**config.mk**
```make
export PLATFORM = sky130hd
export DESIGN_NAME = control_display_7seg_n
export DESIGN_NICKNAME = d
export VERILOG_FILES = /design/src/rtl/ctl7seg_pkg.sv /design/src/rtl/gen_tick_pwm.sv /design/src/rtl/control_display_7seg_n.sv
export SDC_FILE = /design/constraint.sdc
export NUM_CORES = 1
export LEC_CHECK = 0
export CORE_MARGIN = 4
export CORE_UTILIZATION = 40
export DETAILED_ROUTE_END_ITERATION = 10
export PLACE_DENSITY = 0.66
export SYNTH_ARGS = -nofsm -noshare
export SYNTH_HDL_FRONTEND = slang
export SYNTH_HIERARCHICAL = 1
export SYNTH_SLANG_ARGS = --single-unit
```
**constraint.sdc**
```tcl
create_clock -name i_Clk -period 3.2 [get_ports i_Clk]
set_clock_uncertainty 0.1 [all_clocks]
set_input_delay 0.64 -clock i_Clk [delete_from_list [all_inputs] [get_ports i_Clk]]
set_output_delay 0.64 -clock i_Clk [all_outputs]
set_load 0.01 [all_outputs]
```
**src/rtl/ctl7seg_pkg.sv**
```systemverilog
// Shared definitions for the multiplexed 7-segment controller:
// active-high hex glyph table and segment bit positions.
package ctl7seg_pkg;

    localparam int SEG_A = 0;
    localparam int SEG_B = 1;
    localparam int SEG_C = 2;
    localparam int SEG_D = 3;
    localparam int SEG_E = 4;
    localparam int SEG_F = 5;
    localparam int SEG_G = 6;

    // Entry n is the glyph for hex digit n, bit order g..a (bit0 = a).
    localparam logic [15:0][6:0] HEX_SEG = {
        7'h71, 7'h79, 7'h5E, 7'h39,   // F E d C
        7'h7C, 7'h77, 7'h6F, 7'h7F,   // b A 9 8
        7'h07, 7'h7D, 7'h6D, 7'h66,   // 7 6 5 4
        7'h4F, 7'h5B, 7'h06, 7'h3F    // 3 2 1 0
    };

    function automatic logic [6:0] hex_to_seg(input logic [3:0] nib);
        return HEX_SEG[nib];
    endfunction

endpackage

```
**src/rtl/gen_tick_pwm.sv**
```systemverilog
// Slot timer: SUB_DIV clocks per PWM phase, 2^BRIGHT_BITS phases per slot.
// Flags the first and last cycle of each slot.
module gen_tick_pwm #(
    parameter int SUB_DIV     = 3125,
    parameter int BRIGHT_BITS = 4
) (
    input  logic                   clk,
    input  logic                   rst_n,
    output logic                   slot_start,
    output logic                   slot_wrap,
    output logic [BRIGHT_BITS-1:0] phase
);

    localparam int SW = (SUB_DIV > 1) ? $clog2(SUB_DIV) : 1;

    logic [SW-1:0] sub_cnt;
    logic          sub_last;

    assign sub_last   = (sub_cnt == SW'(SUB_DIV - 1));
    assign slot_wrap  = sub_last && (phase == '1);
    assign slot_start = (sub_cnt == '0) && (phase == '0);

    // Phase rolls over naturally, so the slot counter is {phase, sub_cnt}.
    always_ff @(posedge clk or negedge rst_n) begin
        if (!rst_n) begin
            sub_cnt <= '0;
            phase   <= '0;
        end else if (sub_last) begin
            sub_cnt <= '0;
            phase   <= phase + 1'b1;
        end else begin
            sub_cnt <= sub_cnt + 1'b1;
        end
    end

endmodule

```
**src/rtl/control_display_7seg_n.sv**
```systemverilog
// Multiplexed N-digit 7-segment driver with PWM brightness, frame-synchronous
// double buffering and leading-zero blanking.
module control_display_7seg_n
    import ctl7seg_pkg::*;
#(
    parameter int N_DIGITS      = 4,
    parameter int SUB_DIV       = 3125,
    parameter int BRIGHT_BITS   = 4,
    parameter bit ANODE_ACT_LOW = 1'b1,
    parameter bit SEG_ACT_LOW   = 1'b1
) (
    input  logic                    i_Clk,
    input  logic                    i_Rst,
    input  logic [4*N_DIGITS-1:0]   i_Datos,
    input  logic [N_DIGITS-1:0]     i_Dp,
    input  logic                    i_Load,
    input  logic                    i_Blank_Lz,
    input  logic [BRIGHT_BITS-1:0]  i_Brillo,
    output logic [N_DIGITS-1:0]     o_Anodo,
    output logic [6:0]              o_Segmentos,
    output logic                    o_Dp,
    output logic                    o_Frame,
    output logic                    o_Pendiente
);

    localparam int IW = $clog2(N_DIGITS);
    localparam logic [N_DIGITS-1:0] AN_INV  = {N_DIGITS{ANODE_ACT_LOW}};
    localparam logic [6:0]          SEG_INV = {7{SEG_ACT_LOW}};

    logic                   slot_start, slot_wrap, frame_wrap;
    logic [BRIGHT_BITS-1:0] phase, bright_q, bright_eff;
    logic [IW-1:0]          idx;
    logic [4*N_DIGITS-1:0]  stage_data, disp_data;
    logic [N_DIGITS-1:0]    stage_dp, disp_dp, blank;
    logic [3:0]             cur_nib;
    logic                   cur_blank, lit;
    logic [N_DIGITS-1:0]    an_next;
    logic [6:0]             seg_next;
    logic                   dp_next;

    gen_tick_pwm #(.SUB_DIV(SUB_DIV), .BRIGHT_BITS(BRIGHT_BITS)) u_tick (
        .clk        (i_Clk),
        .rst_n      (i_Rst),
        .slot_start (slot_start),
        .slot_wrap  (slot_wrap),
        .phase      (phase)
    );

    assign frame_wrap = slot_wrap && (idx == IW'(N_DIGITS - 1));

    always_ff @(posedge i_Clk or negedge i_Rst) begin
        if (!i_Rst) begin
            idx      <= '0;
            bright_q <= '0;
            o_Frame  <= 1'b0;
        end else begin
            if (slot_start)
                bright_q <= i_Brillo;
            if (slot_wrap)
                idx <= frame_wrap ? '0 : idx + 1'b1;
            o_Frame <= frame_wrap;
        end
    end

    // Display only changes on the frame boundary; a load landing on that same
    // edge stages for the next frame while the older staging is shown.
    always_ff @(posedge i_Clk or negedge i_Rst) begin
        if (!i_Rst) begin
            stage_data  <= '0;
            stage_dp    <= '0;
            disp_data   <= '0;
            disp_dp     <= '0;
            o_Pendiente <= 1'b0;
        end else begin
            if (i_Load) begin
                stage_data <= i_Datos;
                stage_dp   <= i_Dp;
            end
            if (frame_wrap && o_Pendiente) begin
                disp_data <= stage_data;
                disp_dp   <= stage_dp;
            end
            o_Pendiente <= i_Load || (o_Pendiente && !frame_wrap);
        end
    end

    assign blank[0] = 1'b0;
    for (genvar k = 1; k < N_DIGITS; k++) begin : g_blank
        assign blank[k] = i_Blank_Lz && (disp_data[4*N_DIGITS-1:4*k] == '0);
    end

    always_comb begin
        bright_eff = slot_start ? i_Brillo : bright_q;
        cur_nib    = disp_data[{idx, 2'b00} +: 4];
        cur_blank  = blank[idx];
        lit        = (phase <= bright_eff) && !cur_blank;
        an_next    = '0;
        an_next[idx] = lit;
        seg_next   = cur_blank ? 7'h00 : hex_to_seg(cur_nib);
        dp_next    = disp_dp[idx] && !cur_blank;
    end

    // Polarity is folded in only here; everything upstream is active-high.
    always_ff @(posedge i_Clk or negedge i_Rst) begin
        if (!i_Rst) begin
            o_Anodo     <= AN_INV;
            o_Segmentos <= SEG_INV;
            o_Dp        <= SEG_ACT_LOW;
        end else begin
            o_Anodo     <= an_next ^ AN_INV;
            o_Segmentos <= seg_next ^ SEG_INV;
            o_Dp        <= dp_next ^ SEG_ACT_LOW;
        end
    end

endmodule

```
# Word-level counts from Yosys, hierarchy flattened
# Memories as Yosys holds them, arrays and structs flattened.
# Cells that the tools add are included.
dict set report word_totals {
  input_bits 28
  regBits 76
  mem_count 1
  output_inout_bits 14
  rom_bits 112
}
dict set report classes {
  mux 11
  n_reduce_logical 19
  add_sub_neg 3
  shift 1
  eq_ne 3
  n_lt_le_gt_ge 4
  n_bitwise 4
}
# name depth word_bits read_ports rd_clocked_by_memory_dff write_ports line
set memory_table {}
lappend memory_table {{(name not given)} 16 7 1 0 0 ctl7seg_pkg.sv:22} ;# return HEX_SEG[nib];
# cell count
set op_table {}
lappend op_table {{$logic_not A12 Y1} 2}
lappend op_table {{$shiftx A16 B5 Y4} 1}
lappend op_table {{$mux W7} 2}
lappend op_table {{$add A12 B1 Y12 const B} 1}
lappend op_table {{$eq A12 B12 Y1 const B} 1}
lappend op_table {{$mux W12} 1}
lappend op_table {{$logic_and A1 B1 Y1} 11}
lappend op_table {{$logic_not A4 Y1} 2}
lappend op_table {{$logic_not A8 Y1} 1}
lappend op_table {{$not A7 Y7} 1}
lappend op_table {{$lt A4 B5 Y1 const B} 1}
lappend op_table {{$add A4 B1 Y4 const B} 1}
lappend op_table {{$and A4 B4 Y4} 1}
lappend op_table {{$bmux W1 S2} 2}
lappend op_table {{$eq A4 B4 Y1 const B} 1}
lappend op_table {{$le A4 B4 Y1} 1}
lappend op_table {{$mux W4} 1}
lappend op_table {{$not A4 Y4} 1}
lappend op_table {{$lt A2 B3 Y1 const B} 1}
lappend op_table {{$mux W1} 3}
lappend op_table {{$add A2 B1 Y2 const B} 1}
lappend op_table {{$demux W1 S2} 1}
lappend op_table {{$eq A2 B2 Y1 const B} 1}
lappend op_table {{$ge A2 B1 Y1 const B} 1}
lappend op_table {{4 further kinds} 5}

# Depth between registers and ports, before layout
dict set report depth {
  ltp_word 8
  ltp_mapped 12
  mapped_depth_nobuf 12
}

# By module
# The synthesis kept the hierarchy.
# mod cells_per_inst area_per_inst_um2 instances
set by_module_without_submodules {}
lappend by_module_without_submodules {control_display_7seg_n 195 2732.6 1}
lappend by_module_without_submodules {gen_tick_pwm 75 803.3 1}

# Worst setup path before layout
# Ideal clock, no wire load.
dict set report synth_timing {
  kind {register to register}
  start {reg u_tick.sub_cnt[6]}
  end {reg o_Anodo[0]}
  path_buffers 0
  path_stages_with_launch 10
  setup_slack_ns 0.222
  t_arrival_ns 2.786
  required_time_ns 3.008
  cell_sequence {dfrtp_1 -> or4_4 -> nor3_1 -> mux2i_1 -> ha_1 -> nor2b_1 -> o21a_1 -> o21a_1 -> o21ai_0 -> nand3_1}
}
dict set report synth_via {
  elab_chain_cells 7
}
# element line
set synth_lines {}
lappend synth_lines {{start: declaration} gen_tick_pwm.sv:16} ;# logic [SW-1:0] sub_cnt;
lappend synth_lines {{start signal: assignment} gen_tick_pwm.sv:32} ;# sub_cnt <= sub_cnt + 1'b1;
lappend synth_lines {{$logic_not A12 Y1} gen_tick_pwm.sv:21} ;# assign slot_start = (sub_cnt == '0) && (phase == '0);
lappend synth_lines {{$logic_and A1 B1 Y1} gen_tick_pwm.sv:21}
lappend synth_lines {{named net slot_start} control_display_7seg_n.sv:30} ;# logic slot_start, slot_wrap, frame_wrap;
lappend synth_lines {{$mux W4} control_display_7seg_n.sv:93} ;# bright_eff = slot_start ? i_Brillo : bright_q;
lappend synth_lines {{$le A4 B4 Y1} control_display_7seg_n.sv:96} ;# lit = (phase <= bright_eff) && !cur_blank;
lappend synth_lines {{$logic_and A1 B1 Y1} control_display_7seg_n.sv:96}
lappend synth_lines {{$and A4 B4 Y4 (no source line)} -}
lappend synth_lines {{$not A4 Y4 (no source line)} -}
lappend synth_lines {{end signal: assignment} control_display_7seg_n.sv:110} ;# o_Anodo <= an_next ^ AN_INV;
lappend synth_lines {{end: declaration} control_display_7seg_n.sv:19} ;# output logic [N_DIGITS-1:0] o_Anodo,
# The timed path passes the listed nets, and every way through them passes these cells.
# A chain may end at the register's enable or synchronous reset.

# Worst setup path in the final report
# Ends and elaborated chain as after synthesis.

==> metrics list <==
- Summed over all nets, the switching power comes to about 0.00043 W.
- In the final layout, the share of cells above drive strength 1 is 27.2%.
* Area of the core region: between 0.008 and 0.009 mm2
- The flow ran to the end, and the final reports show no timing, DRC or antenna violations.
* Count of input and output buffers: 41
* Routed WL per cell: roughly 15 um
* GR Overflow Total: 0
* DRT iter0 DRCs: 72
* Final RePlAce weighted congestion: a little under 0.8
- Total wire length: between 6000 and 7000 um
- Leakage power of the design: between 1.5 and 2 nW
* Number of enable flip-flop cells after synthesis: 0
- Mapped Cells: 270
- Root Buffer: sky130_fd_sc_hd__clkbuf_8
- The floorplan step defined a die boundary enclosing 0.0104 mm2.
- Initial cell density of the core: 40.7%
* Fin Setup TNS: 0 ns
- For this run, the register share of the synthesized area comes to around 54%.
- Minimum setup slack among reg-to-reg paths: between 0.3 and 0.4 ns
- The largest total area in the synthesized netlist belongs to sky130_fd_sc_hd__dfrtp_1.
- Actual slew at the worst max-slew pin: between 0.9 and 1 ns
- Along the worst path, the maximum fanout reaches 5.
- Buffers inserted during clock tree synthesis total 9.
- Worst-path clk slew: 0.08 ns
* Required arrival time at the worst endpoint: between 3 and 4 ns
* Die Span Y: 102 um
* Post-Route Utilization: 49.4%
- I/O pin total: 42
* Post-Syn Nets: about 320
- Combinational cells account for 5.1% of the total power.
- Among all flip-flop cells after synthesis, the most frequent one is sky130_fd_sc_hd__dfrtp_1.
- Highest cell delay on the worst timing path: a little under 0.6 ns
- Worst EP arrival: about 3.0 ns
- Among all cell types in the netlist, the one instantiated most often is sky130_fd_sc_hd__dfrtp_1.
- Deepest clock path buffer count: 2
- At the later pin of the worst-skew pair, clock insertion delay measures between 0.3 and 0.4 ns.
- Internal power: approximately 0.0014 W
* Worst min path class: in -> async
- Setup violators final: 0
- Switching portion of total power: a little under a quarter
- In this run the remaining antenna-violating nets after routing total 0.
- The number of antenna diodes in the final layout is 0.
- Number of max-capacitance violations reported: 0
* Vias post-DR: 2173
- List of cells traversed by the critical path: or4_4 -> nor3_2 -> mux2i_1 -> ha_1 -> nor2b_1 -> o21a_1 -> o21a_1 -> o21ai_1 -> nand3_1
* Global Route met2 Usage: approximately a fifth
- Worst-path cell with the longest stage delay: sky130_fd_sc_hd__or4_4
* Footprint of the multi-input gates: around 0.0015 mm2
* Number of antenna violations at the first check in global routing: 0
- Across the VDD grid, the largest voltage drop is 0.206 mV.
* Cell family with most CP delay: simple AND/OR/NAND/NOR gates
- Global routing consumed, on the met1 layer, 18.1% of the routing resources.
- Flip-flop and latch count after synthesis: 76
* Combined area of all synthesized cells: between 0.003 and 0.004 mm2
* Maximum number of pins on one net before global-route repair: 43
* Site row count: 34
* Fraction of registers with async set or reset after synthesis: between 90% and 100%
- Clock period minus final worst setup slack: approximately 2.8 ns
* Count of distinct cell types in the synthesized netlist: 43
- Among the stages of the critical path, the cell type that occurs most often is sky130_fd_sc_hd__o21a_1.
- Aggregate global-route resource usage: about an eighth
* Clock network fraction of total power: 41.2%
- Count of TritonRoute iterations in the first routing pass: 4
- For met3 alone, demand over resource in global routing was 3.41%.
- RSZ-0062 raised after global routing: no
* Synthesis-to-finish area growth: 21.2%
* Hold violation total from the final report: 0
- The worst setup path is launched from a register.
- Sequential cells account for 53.7% of the total power.
* Pwr Density: approximately 440 mW/mm2
* Clock tree from TritonCTS: built
* Most area-consuming cells after synthesis: sky130_fd_sc_hd__dfrtp_1 (45%), sky130_fd_sc_hd__mux2_2 (13%), sky130_fd_sc_hd__dfstp_2 (8.9%), sky130_fd_sc_hd__ha_1 (6.4%), sky130_fd_sc_hd__mux2i_1 (4.0%)
- Vias in the first global route: 2264
- In this run the tightest slew margin relative to its limit is 35.7%.
- Critical Path End Type: register
- The first global-routing pass estimated between 10000 and 15000 um of wire.
- Across the whole layout, storage elements account for between 0.0015 and 0.002 mm2.
- H-tree Lvls: 3
* Hpwl dp: between 4000 and 5000 um
- The die is just over 100 um wide.
- Number of clock sinks: 76
- Avg Cell Area, Syn: between 10 and 15 um2
- Drt drc: 0
- Worst setup path class: reg -> reg
- The net count of the finished layout is between 300 and 400.
* Crit share post-route: 88.0%
- The number of buffers and inverters on the critical path is 0.
- The number of pins with negative max-slew slack in the final report came to 0.
- After filler insertion, the fill cell instance count of the layout stands at around 800.
- In this run the most used layer during global routing was met2.
* Yosys Warn Count: 6
- Number of buffers added to fix hold violations after cts: 0
- Max Clock Freq: roughly 360 MHz
- Sorting the synthesized cells by how often they occur yields sky130_fd_sc_hd__dfrtp_1 (64), sky130_fd_sc_hd__mux2_2 (42), sky130_fd_sc_hd__ha_1 (18).
- The synthesized design devotes to its leading area cell type a little under half of total area.
- Vias per std cell: between 5 and 6
==> area by class of cell <==
type | instances | share of cell area [%]
Clock buffer | 10 | 3.21
Inverter | 13 | 1.14
Multi-Input combinational cell | 172 | 35.3
Timing Repair Buffer | 47 | 10.8
Sequential cell | 76 | 44.7
Clock inverter | 6 | 1.66
Tap cell | 108 | 3.15
==> layout by cell type (no fill, tap or decap), drive strengths merged, types with 2 or more instances in the layout <==
cell	count
dfrtp	64
mux2	43
clkdlybuf4s50	40
ha	18
nand2	15
inv	15
mux2i	14
dfstp	12
nand3	11
nor2	10
clkbuf	10
xnor2	7
o21ai	7
buf	7
nand4	5
a21oi	5
xor2	5
o221ai	3
mux4	3
nor4	3
nor3	3
or3	2
o31ai	2
o211ai	2
o21a	2
clkinvlp	2
or4	2
and4	2
==> sequential cells by signal, indices dropped and copies added, names as in the netlist <==
| register | count |
|---|---|
| disp_data | 16 |
| stage_data | 16 |
| u_tick/sub_cnt | 12 |
| o_Segmentos | 7 |
| bright_q | 4 |
| disp_dp | 4 |
| o_Anodo | 4 |
| stage_dp | 4 |
| u_tick/phase | 4 |
| idx | 2 |
| o_Dp | 1 |
| o_Frame | 1 |
| o_Pendiente | 1 |
==> final timing paths <==
| kind | startpoint | endpoint | cells past startpoint |
|---|---|---|---|
| max reg2reg | u_tick/sub_cnt[6] | o_Anodo[0] | 9 |
| min | i_Rst | bright_q[0] | 1 |
| min reg2reg | bright_q[3] | bright_q[3] | 2 |
| min in group i_Clk | bright_q[3] | bright_q[3] | 2 |
| max | u_tick/sub_cnt[6] | o_Anodo[0] | 9 |
| max in group asynchronous | i_Rst | o_Segmentos[5] | 2 |
==> routing by layer <==
layer / vias to the layer above / part of all wire (%)
li1: 1059 / -
met1: 1064 / 48
met2: 39 / 45
met3: 11 / 4.7
met4: 0 / 2.1
met5: - / 0
==> power groups by stage <==
stage               registers (W)   logic, W  clock network [W]
finish                    0.00100  0.0000951           0.000769
global route              0.00101   0.000107           0.000826
CTS                       0.00100  0.0000982           0.000786
detailed placement        0.00102  0.0000981                  0
global placement          0.00102  0.0000958                  0
floorplan                 0.00102  0.0000368                  0
==> through the flow <==
stage / hold WS [ns] / setup WS [ns] / cell area (um2) / cells / total power, W
after floorplan: 0.244 / 0.222 / 3540 / 270 / 0.00105
after global placement: 0.378 / 0.241 / 4070 / 416 / 0.00112
after detailed placement: 0.385 / 0.119 / 4070 / 416 / 0.00112
after CTS: 0.303 / 0.103 / 4280 / 432 / 0.00189
after global routing: 0.341 / 0.0932 / 4290 / 432 / 0.00194
final: 0.284 / 0.385 / 4290 / 432 / 0.00187
==> what timing repair did <==
action / 4_1_cts / 5_1_grt
setup endpoints to repair: 0 / 4
buffers inserted: 0 / 0
gates resized for setup: 0 / 2
==> cell families after synthesis <==
logic type / share of synthesized area [%]
flops: 54.2
mux: 19.8
simple gates: 8.99
compound gates: 4.56
buf+inv: 3.11
fa+ha+maj: 6.37
xor+xnor: 2.97
Note: power is estimated with default switching activity, not from simulation.
